[src/rtl/phy_init_sequencer.sv]
// PHY power-up sequencer: reset hold, post-reset wait, MDIO init engine start/run, done/error.
// Optional watchdog with bounded restarts is enabled by defining PHY_INIT_WATCHDOG_EN.
module phy_init_sequencer #(
    parameter int unsigned RESET_HOLD      = 50000,
    parameter int unsigned POST_RESET_WAIT = 250000,
    parameter int unsigned TIMEOUT         = 2000000,
    parameter int unsigned MAX_RETRY       = 2
) (
    input  logic        clk,
    input  logic        reset,
    input  logic        start,
    input  logic [3:0]  comm_addr,
    input  logic        ini_end,
    output logic        phy_rst_n,
    output logic        sub_reset,
    output logic        ini_start,
    output logic [31:0] command,
    output logic [15:0] command_and,
    output logic        done,
    output logic        error,
    output logic [2:0]  state_out
);

    // Zero-length phases still last one cycle.
    localparam int unsigned HOLD_LIM = (RESET_HOLD == 0) ? 1 : RESET_HOLD;
    localparam int unsigned WAIT_LIM = (POST_RESET_WAIT == 0) ? 1 : POST_RESET_WAIT;
    localparam int unsigned RUN_LIM  = (TIMEOUT == 0) ? 1 : TIMEOUT;
    localparam int unsigned MAX_HW   = (HOLD_LIM > WAIT_LIM) ? HOLD_LIM : WAIT_LIM;
    localparam int unsigned CNT_MAX  = (MAX_HW > RUN_LIM) ? MAX_HW : RUN_LIM;
    localparam int          CNT_W    = $clog2(CNT_MAX + 1);

    localparam logic [CNT_W-1:0] HOLD_LAST = CNT_W'(HOLD_LIM - 1);
    localparam logic [CNT_W-1:0] WAIT_LAST = CNT_W'(WAIT_LIM - 1);

    typedef enum logic [2:0] {
        S_HOLD  = 3'd0,
        S_WAIT  = 3'd1,
        S_START = 3'd2,
        S_RUN   = 3'd3,
        S_DONE  = 3'd4,
        S_ERROR = 3'd5
    } state_t;

    state_t           state;
    logic [CNT_W-1:0] cnt;
    logic [4:0]       outs;

`ifdef PHY_INIT_WATCHDOG_EN
    localparam int               RETRY_W  = (MAX_RETRY < 1) ? 1 : $clog2(MAX_RETRY + 1);
    localparam logic [CNT_W-1:0] RUN_LAST = CNT_W'(RUN_LIM - 1);
    logic [RETRY_W-1:0] retry;
`endif

    // Output bundle {phy_rst_n, sub_reset, ini_start, done, error} loaded with each state change.
    function automatic logic [4:0] outs_for(input state_t s);
        logic err;
`ifdef PHY_INIT_WATCHDOG_EN
        err = (s == S_ERROR);
`else
        err = 1'b0;
`endif
        return {!(s == S_HOLD || s == S_ERROR),
                (s == S_HOLD || s == S_WAIT || s == S_ERROR),
                (s == S_START),
                (s == S_DONE),
                err};
    endfunction

    function automatic logic [31:0] table_word(input logic [3:0] a);
        case (a)
            4'd0:    return 32'hC000_8000;
            4'd1:    return 32'hC400_8000;
            4'd2:    return 32'hC280_0082;
            4'd3:    return 32'hC680_0082;
            default: return 32'h0000_0000;
        endcase
    endfunction

    assign {phy_rst_n, sub_reset, ini_start, done, error} = outs;
    assign state_out = state;

    always_ff @(posedge clk) begin
        if (reset) begin
            state       <= S_HOLD;
            cnt         <= '0;
            outs        <= outs_for(S_HOLD);
            command     <= '0;
            command_and <= 16'hFFFF;
`ifdef PHY_INIT_WATCHDOG_EN
            retry       <= '0;
`endif
        end else begin
            command     <= table_word(comm_addr);
            command_and <= 16'hFFFF;
            case (state)
                S_HOLD: begin
                    if (cnt == HOLD_LAST) begin
                        cnt   <= '0;
                        state <= S_WAIT;
                        outs  <= outs_for(S_WAIT);
                    end else begin
                        cnt <= cnt + 1'b1;
                    end
                end
                S_WAIT: begin
                    if (cnt == WAIT_LAST) begin
                        cnt   <= '0;
                        state <= S_START;
                        outs  <= outs_for(S_START);
                    end else begin
                        cnt <= cnt + 1'b1;
                    end
                end
                S_START: begin
                    cnt   <= '0;
                    state <= S_RUN;
                    outs  <= outs_for(S_RUN);
                end
                S_RUN: begin
                    // ini_end on the timeout cycle still completes the sequence.
                    if (ini_end) begin
                        cnt   <= '0;
                        state <= S_DONE;
                        outs  <= outs_for(S_DONE);
                    end
`ifdef PHY_INIT_WATCHDOG_EN
                    else if (cnt == RUN_LAST) begin
                        cnt <= '0;
                        if (32'(retry) < MAX_RETRY) begin
                            retry <= retry + 1'b1;
                            state <= S_HOLD;
                            outs  <= outs_for(S_HOLD);
                        end else begin
                            state <= S_ERROR;
                            outs  <= outs_for(S_ERROR);
                        end
                    end else begin
                        cnt <= cnt + 1'b1;
                    end
`endif
                end
                S_DONE, S_ERROR: begin
                    if (start) begin
                        cnt   <= '0;
                        state <= S_HOLD;
                        outs  <= outs_for(S_HOLD);
`ifdef PHY_INIT_WATCHDOG_EN
                        retry <= '0;
`endif
                    end
                end
                default: begin
                    cnt   <= '0;
                    state <= S_HOLD;
                    outs  <= outs_for(S_HOLD);
                end
            endcase
        end
    end

endmodule

[config.mk]
export PLATFORM = sky130hd
export DESIGN_NAME = phy_init_sequencer
export DESIGN_NICKNAME = d
export VERILOG_FILES = /design/src/rtl/phy_init_sequencer.sv
export SDC_FILE = /design/constraint.sdc
export NUM_CORES = 1
export LEC_CHECK = 0
export BUFFER_PORTS_ARGS = -buffer_cell sky130_fd_sc_hd__buf_2
export CAP_MARGIN = 20
export CORE_MARGIN = 10
export CORE_UTILIZATION = 50
export CTS_BUF_LIST = sky130_fd_sc_hd__clkbuf_4 sky130_fd_sc_hd__clkbuf_8 sky130_fd_sc_hd__clkbuf_16
export DETAILED_ROUTE_END_ITERATION = 7
export GPL_ROUTABILITY_DRIVEN = 0
export PLACE_DENSITY = 0.87
export SYNTH_ARGS = -nofsm -noshare
export SYNTH_HDL_FRONTEND = slang
export SYNTH_SLANG_ARGS = --single-unit
[constraint.sdc]
create_clock -name clk -period 2.2 [get_ports clk]
set_clock_uncertainty 0.15 [all_clocks]
set_input_delay 0.33 -clock clk [delete_from_list [all_inputs] [get_ports clk]]
set_output_delay 0.33 -clock clk [all_outputs]
set_load 0.02 [all_outputs]
# Word-level counts from Yosys, hierarchy flattened
# Index checks and enable logic that the tools add are counted.
# Widths: inputs -> output; s select.
[word_totals]
output_inout_bits = 56
elab_cells = 40
reg_bits = 61
in_bits = 8
[op_classes]
n_eq_ne = 14
n_reduce_logical = 5
addsub = 1
n_mux = 16
[ops]
columns = ["op", "count"]
rows = [
  ["$pmux 32 s4", 1],
  ["$mux 21", 4],
  ["$pmux 21 s4", 1],
  ["$pmux 5 s5", 1],
  ["$add 21x1->21 const B", 1],
  ["$eq 21x16->1 const B", 1],
  ["$eq 21x18->1 const B", 1],
  ["$mux 5", 4],
  ["$pmux 3 s5", 1],
  ["$mux 3", 4],
  ["$eq 4x2->1 const B", 2],
  ["$ne 2x2->1 const B", 4],
  ["$eq 3x2->1 const B", 2],
  ["$eq 3x3->1 const B", 2],
  ["$eq 4x1->1 const B", 1],
  ["$logic_not 4->1", 1],
  ["$reduce_and 4->1", 1],
  ["$eq 3x1->1 const B", 1],
  ["$logic_not 3->1", 1],
  ["$reduce_and 2->1", 1],
  ["$reduce_or 2->1", 1],
]

# Logic depth before layout (Yosys ltp)
[logic_depth]
word_depth = 4
ltp_mapped = 7
depth_no_buf = 6

# Worst setup path before layout
# No wires, ideal clock.
[synth_path]
kind = "register -> register"
startpoint = "register, netlist name outs[1]"
endpoint = "register state[0], in the netlist state_out[0]"
period_less_slack_ns = 2.082
stages_incl_launch_ff = 7
required_ns = 1.929
slack_ns = 0.118
path_buffers = 1
arrival_time_ns = 1.811
setup_ns = 0.121
path_cell_list = "dfxtp_1 -> buf_2 -> nor3b_4 -> nor2_1 -> o21ai_1 -> and2_4 -> mux2_4"
[synth_lines]
columns = ["item", "line", "rtl"]
rows = [
  ["to (signal assigned)", "84", "state <= S_HOLD;"],
  ["to (signal assigned)", "99", "state <= S_WAIT;"],
  ["to (signal assigned)", "108", "state <= S_START;"],
  ["to (decl)", "44", "state_t state;"],
]

# Final worst setup path
[layout_path]
startpoint = "register cnt[0]"
endpoint = "register state[0], in the netlist state_out[0]"
[layout_between]
elab_chain_len = 3
elab_cells_between_ends = 5
cone_classes = "eq/ne: 4; reduce/logical: 1"
[layout_lines]
columns = ["item", "line", "rtl"]
rows = [
  ["from (decl)", "45", "logic [CNT_W-1:0] cnt;"],
  ["from (signal assigned)", "102", "cnt <= cnt + 1'b1;"],
  ["from (signal assigned)", "111", "cnt <= cnt + 1'b1;"],
  ["$eq 21x18->1 or $eq 21x16->1 (tied branches)", "106, 97", ""],
  ["$ne 2x2->1 (no line)", "--", ""],
  ["$reduce_and 4->1 (no line) (*)", "--", ""],
  ["to (signal assigned)", "108", ""],
  ["to (signal assigned)", "116", "state <= S_RUN;"],
  ["to (signal assigned)", "123", "state <= S_DONE;"],
]
# Every way passes the cells marked *; elsewhere a longest branch is shown, timed or not.
# A chain may end at the register's enable or synchronous reset.

==> results.md <==
* Status: finished clean
* # rows at 21
* Vias in the first global route at 1,325
* Async set-reset flop share out of synthesis at 0
* Leakage power at 0.822 nW
* Hold Crit Class: in -> reg
* Worst-margin pin slew at between 0.5 and 0.6 ns
* Critical path type: reg -> reg
* Initial Utilization at 0.532
* Fillers at 340
* Crit end category: flip-flop
* DR iter-0 viols at between 50 and 60
* Met1 Resource Use GR at 0.129
* Mapped cell area at 0.00182 mm²
* Drt pass-1 iters at 4
* CP required at around 2.3 ns
* EDFF count, synth at 0
* Slew Viols, Final at 0
* Avg Cell Area, Syn at 8.78 µm²
* Post-route DRC at 0
* Fin crit period at around 2.1 ns
* Skew-Pair Late Insertion Delay at roughly 0.33 ns
* Hold_ws at around 0.026 ns
* Final instance area at between 0.0015 and 0.002 mm²
* Register area share after synthesis at 0.341
* Inserted Diodes at 0
* Met2 Track Usage GR at 0.197
* Crit share post-route at 0.951
* Grt ovf at 0
* Max Clock Freq at 0.478 GHz
* Core area at 0.00342 mm²
* Area Growth Syn to Fin at 3.58%
* Synth area leaders: dfxtp_1, buf_4, xor2_1, nor2_1, nand4_1
* Max-slew headroom at 0.654
* Hold Fails Final Rpt at 0
* Peak VDD IR at 0.339 mV
* TritonCTS clock tree: done
* # hold bufs at CTS at 0
* Cells after synthesis at approximately 210
* Worst Setup EP: state_out[0]
* Commonest non-fill, non-tap cell in the layout: conb_1
* Global Route Usage Sum at 0.115
* Fin util at 0.551
* R2R Path End: state_out[0]
* Clock-pin slew on the worst setup and hold paths at 0.09 ns
* Worst Path Arrival at around 2.2 ns
* Post-DP Area at about 0.0018 mm²
* Die width at between 80 and 90 µm
* Grt met3 use at 0.0323
* Yosys cell types at 41
* Power per standard cell area at ~570 mW/mm²
* R2r worst-path depth at 6
* Pin count of the biggest net entering global routing at 22
* Setup violations, final at 0
* Longest Clk Path Bufs at 2
* Synth warnings at 0
* Synth area leader: dfxtp_1
* Vias post-DR at ~1,300
* Port Buffers at 22
* Register bit total from synthesis at 31
* Gates resized, CTS repair at 0
* Synth Flop Type: dfxtp_1
* Max-cap violations at 0
* Worst Path Max Fanout at 4
* Final wirelength at ~3.7 mm
* Setup tns final at 0 ns
* Final ANT Viol Nets at 0
* H-Tree Depth at 2
* R2R Setup Slk at approximately 0.11 ns
* Critical path startpoint category: flip-flop
* Root Buffer: clkbuf_4
* Layout cell share with drive strength beyond 1 at 0.218
* Pwr Total at between 1 and 1.5 mW
* Num CTS Buffers at 5
* First-pass GRT wire length at 6.05 mm
* Commonest cells after routing, fill and taps aside: conb_1, dfxtp_1, nor2_1, buf_2, xor2_1
* Die H at 80.3 µm
* Full die area at 0.00645 mm²
* Hpwl dp at approximately 2.8 mm
* Nets at between 200 and 250
* Drt via density at between 4 and 5
* DR WL/cell at 13.5 µm
* Area fraction of the dominant cell type after synthesis at 0.341
* GRT Max-Usage Layer: met2
* RSZ-0062 raised after global routing: no
* Initial antenna violation count at 0
* FF-to-FF Start: cnt[0]
* Clock Sinks at 31
* I/O pin count at 64
* Critical path origin: cnt[0]
==> flip-flops by register name (all words and copies together) (netlist names) <==
register and count:
cnt 21, command 4, outs 4, state_out 2
==> cell families after synthesis <==
family	count (synthesis)	synth area share
compound gates	11	0.0427
other cells	2	0.00413
buf+inv	56	0.215
simple gates	85	0.285
flops	31	0.341
xor+xnor	19	0.0915
fa+ha+maj	1	0.00688
mux	2	0.0138
==> repair_timing <==
action / in CTS / in global routing
endpoints found under the hold margin: 0 / 0
setup buffers: 0 / 2
setup endpoints to repair: 0 / 1
==> metal layers <==
layer	part of all wire	routed length, µm	vias up
met3	0.063	232	7
met1	0.41	1520	635
met5	0	0	-
li1	-	-	660
met2	0.51	1890	45
met4	0.018	67	0
==> cell usage after synthesis (4+ instances only) <==
library cell / number
a21oi_1: 4
and2_1: 4
buf_2: 6
buf_4: 46
dfxtp_1: 31
nand2_1: 9
nand3_1: 9
nand4_1: 9
nor2_1: 25
nor3_1: 5
xor2_1: 16
==> power by group <==
| group | switching (mW) | internal (mW) |
|---|---|---|
| Clock | 0.181 | 0.200 |
| Combinational | 0.0925 | 0.0194 |
| Sequential | 0.00539 | 0.568 |
| Total | 0.279 | 0.787 |
==> stage by stage <==
step | std cells | worst slack, ns
2_1_floorplan | 246 | 0.118
3_3_place_gp | 265 | 0.200
3_5_place_dp | 265 | 0.156
4_1_cts | 273 | 0.140
5_1_grt | 275 | 0.0277
6_report | 275 | 0.107
==> area by class of cell <==
| cell class | count | area, µm² | share of cell area |
|---|---|---|---|
| sequential | 31 | 621 | 0.330 |
| inverter | 3 | 11.3 | 0.00598 |
| multi-input combinational | 159 | 953 | 0.506 |
| clock buffer | 8 | 72.6 | 0.0385 |
| tap | 46 | 57.6 | 0.0306 |
| timing repair buffer | 28 | 168 | 0.0890 |
==> critical path: stages (launching register included) <==
cell,delay [ns]
dfxtp_1,0.38
ha_1,0.20
and4b_1,0.20
nand3_1,0.11
a2111o_1,0.46
and2_4,0.20
mux2_4,0.29
==> worst min path at each step <==
stage | from | end | slack, ns | depth (start not counted)
3_3_place_gp | outs[4] | outs[4] | 0.32 | 2
4_1_cts | comm_addr[1] | command[15] | 0.02 | 2
6_report | comm_addr[1] | command[15] | 0.03 | 2
3_5_place_dp | outs[4] | outs[4] | 0.32 | 2
2_1_floorplan | comm_addr[3] | command[15] | 0.26 | 1
5_1_grt | comm_addr[2] | command[15] | 0.02 | 2
Note: power is estimated with default switching activity, not from simulation.
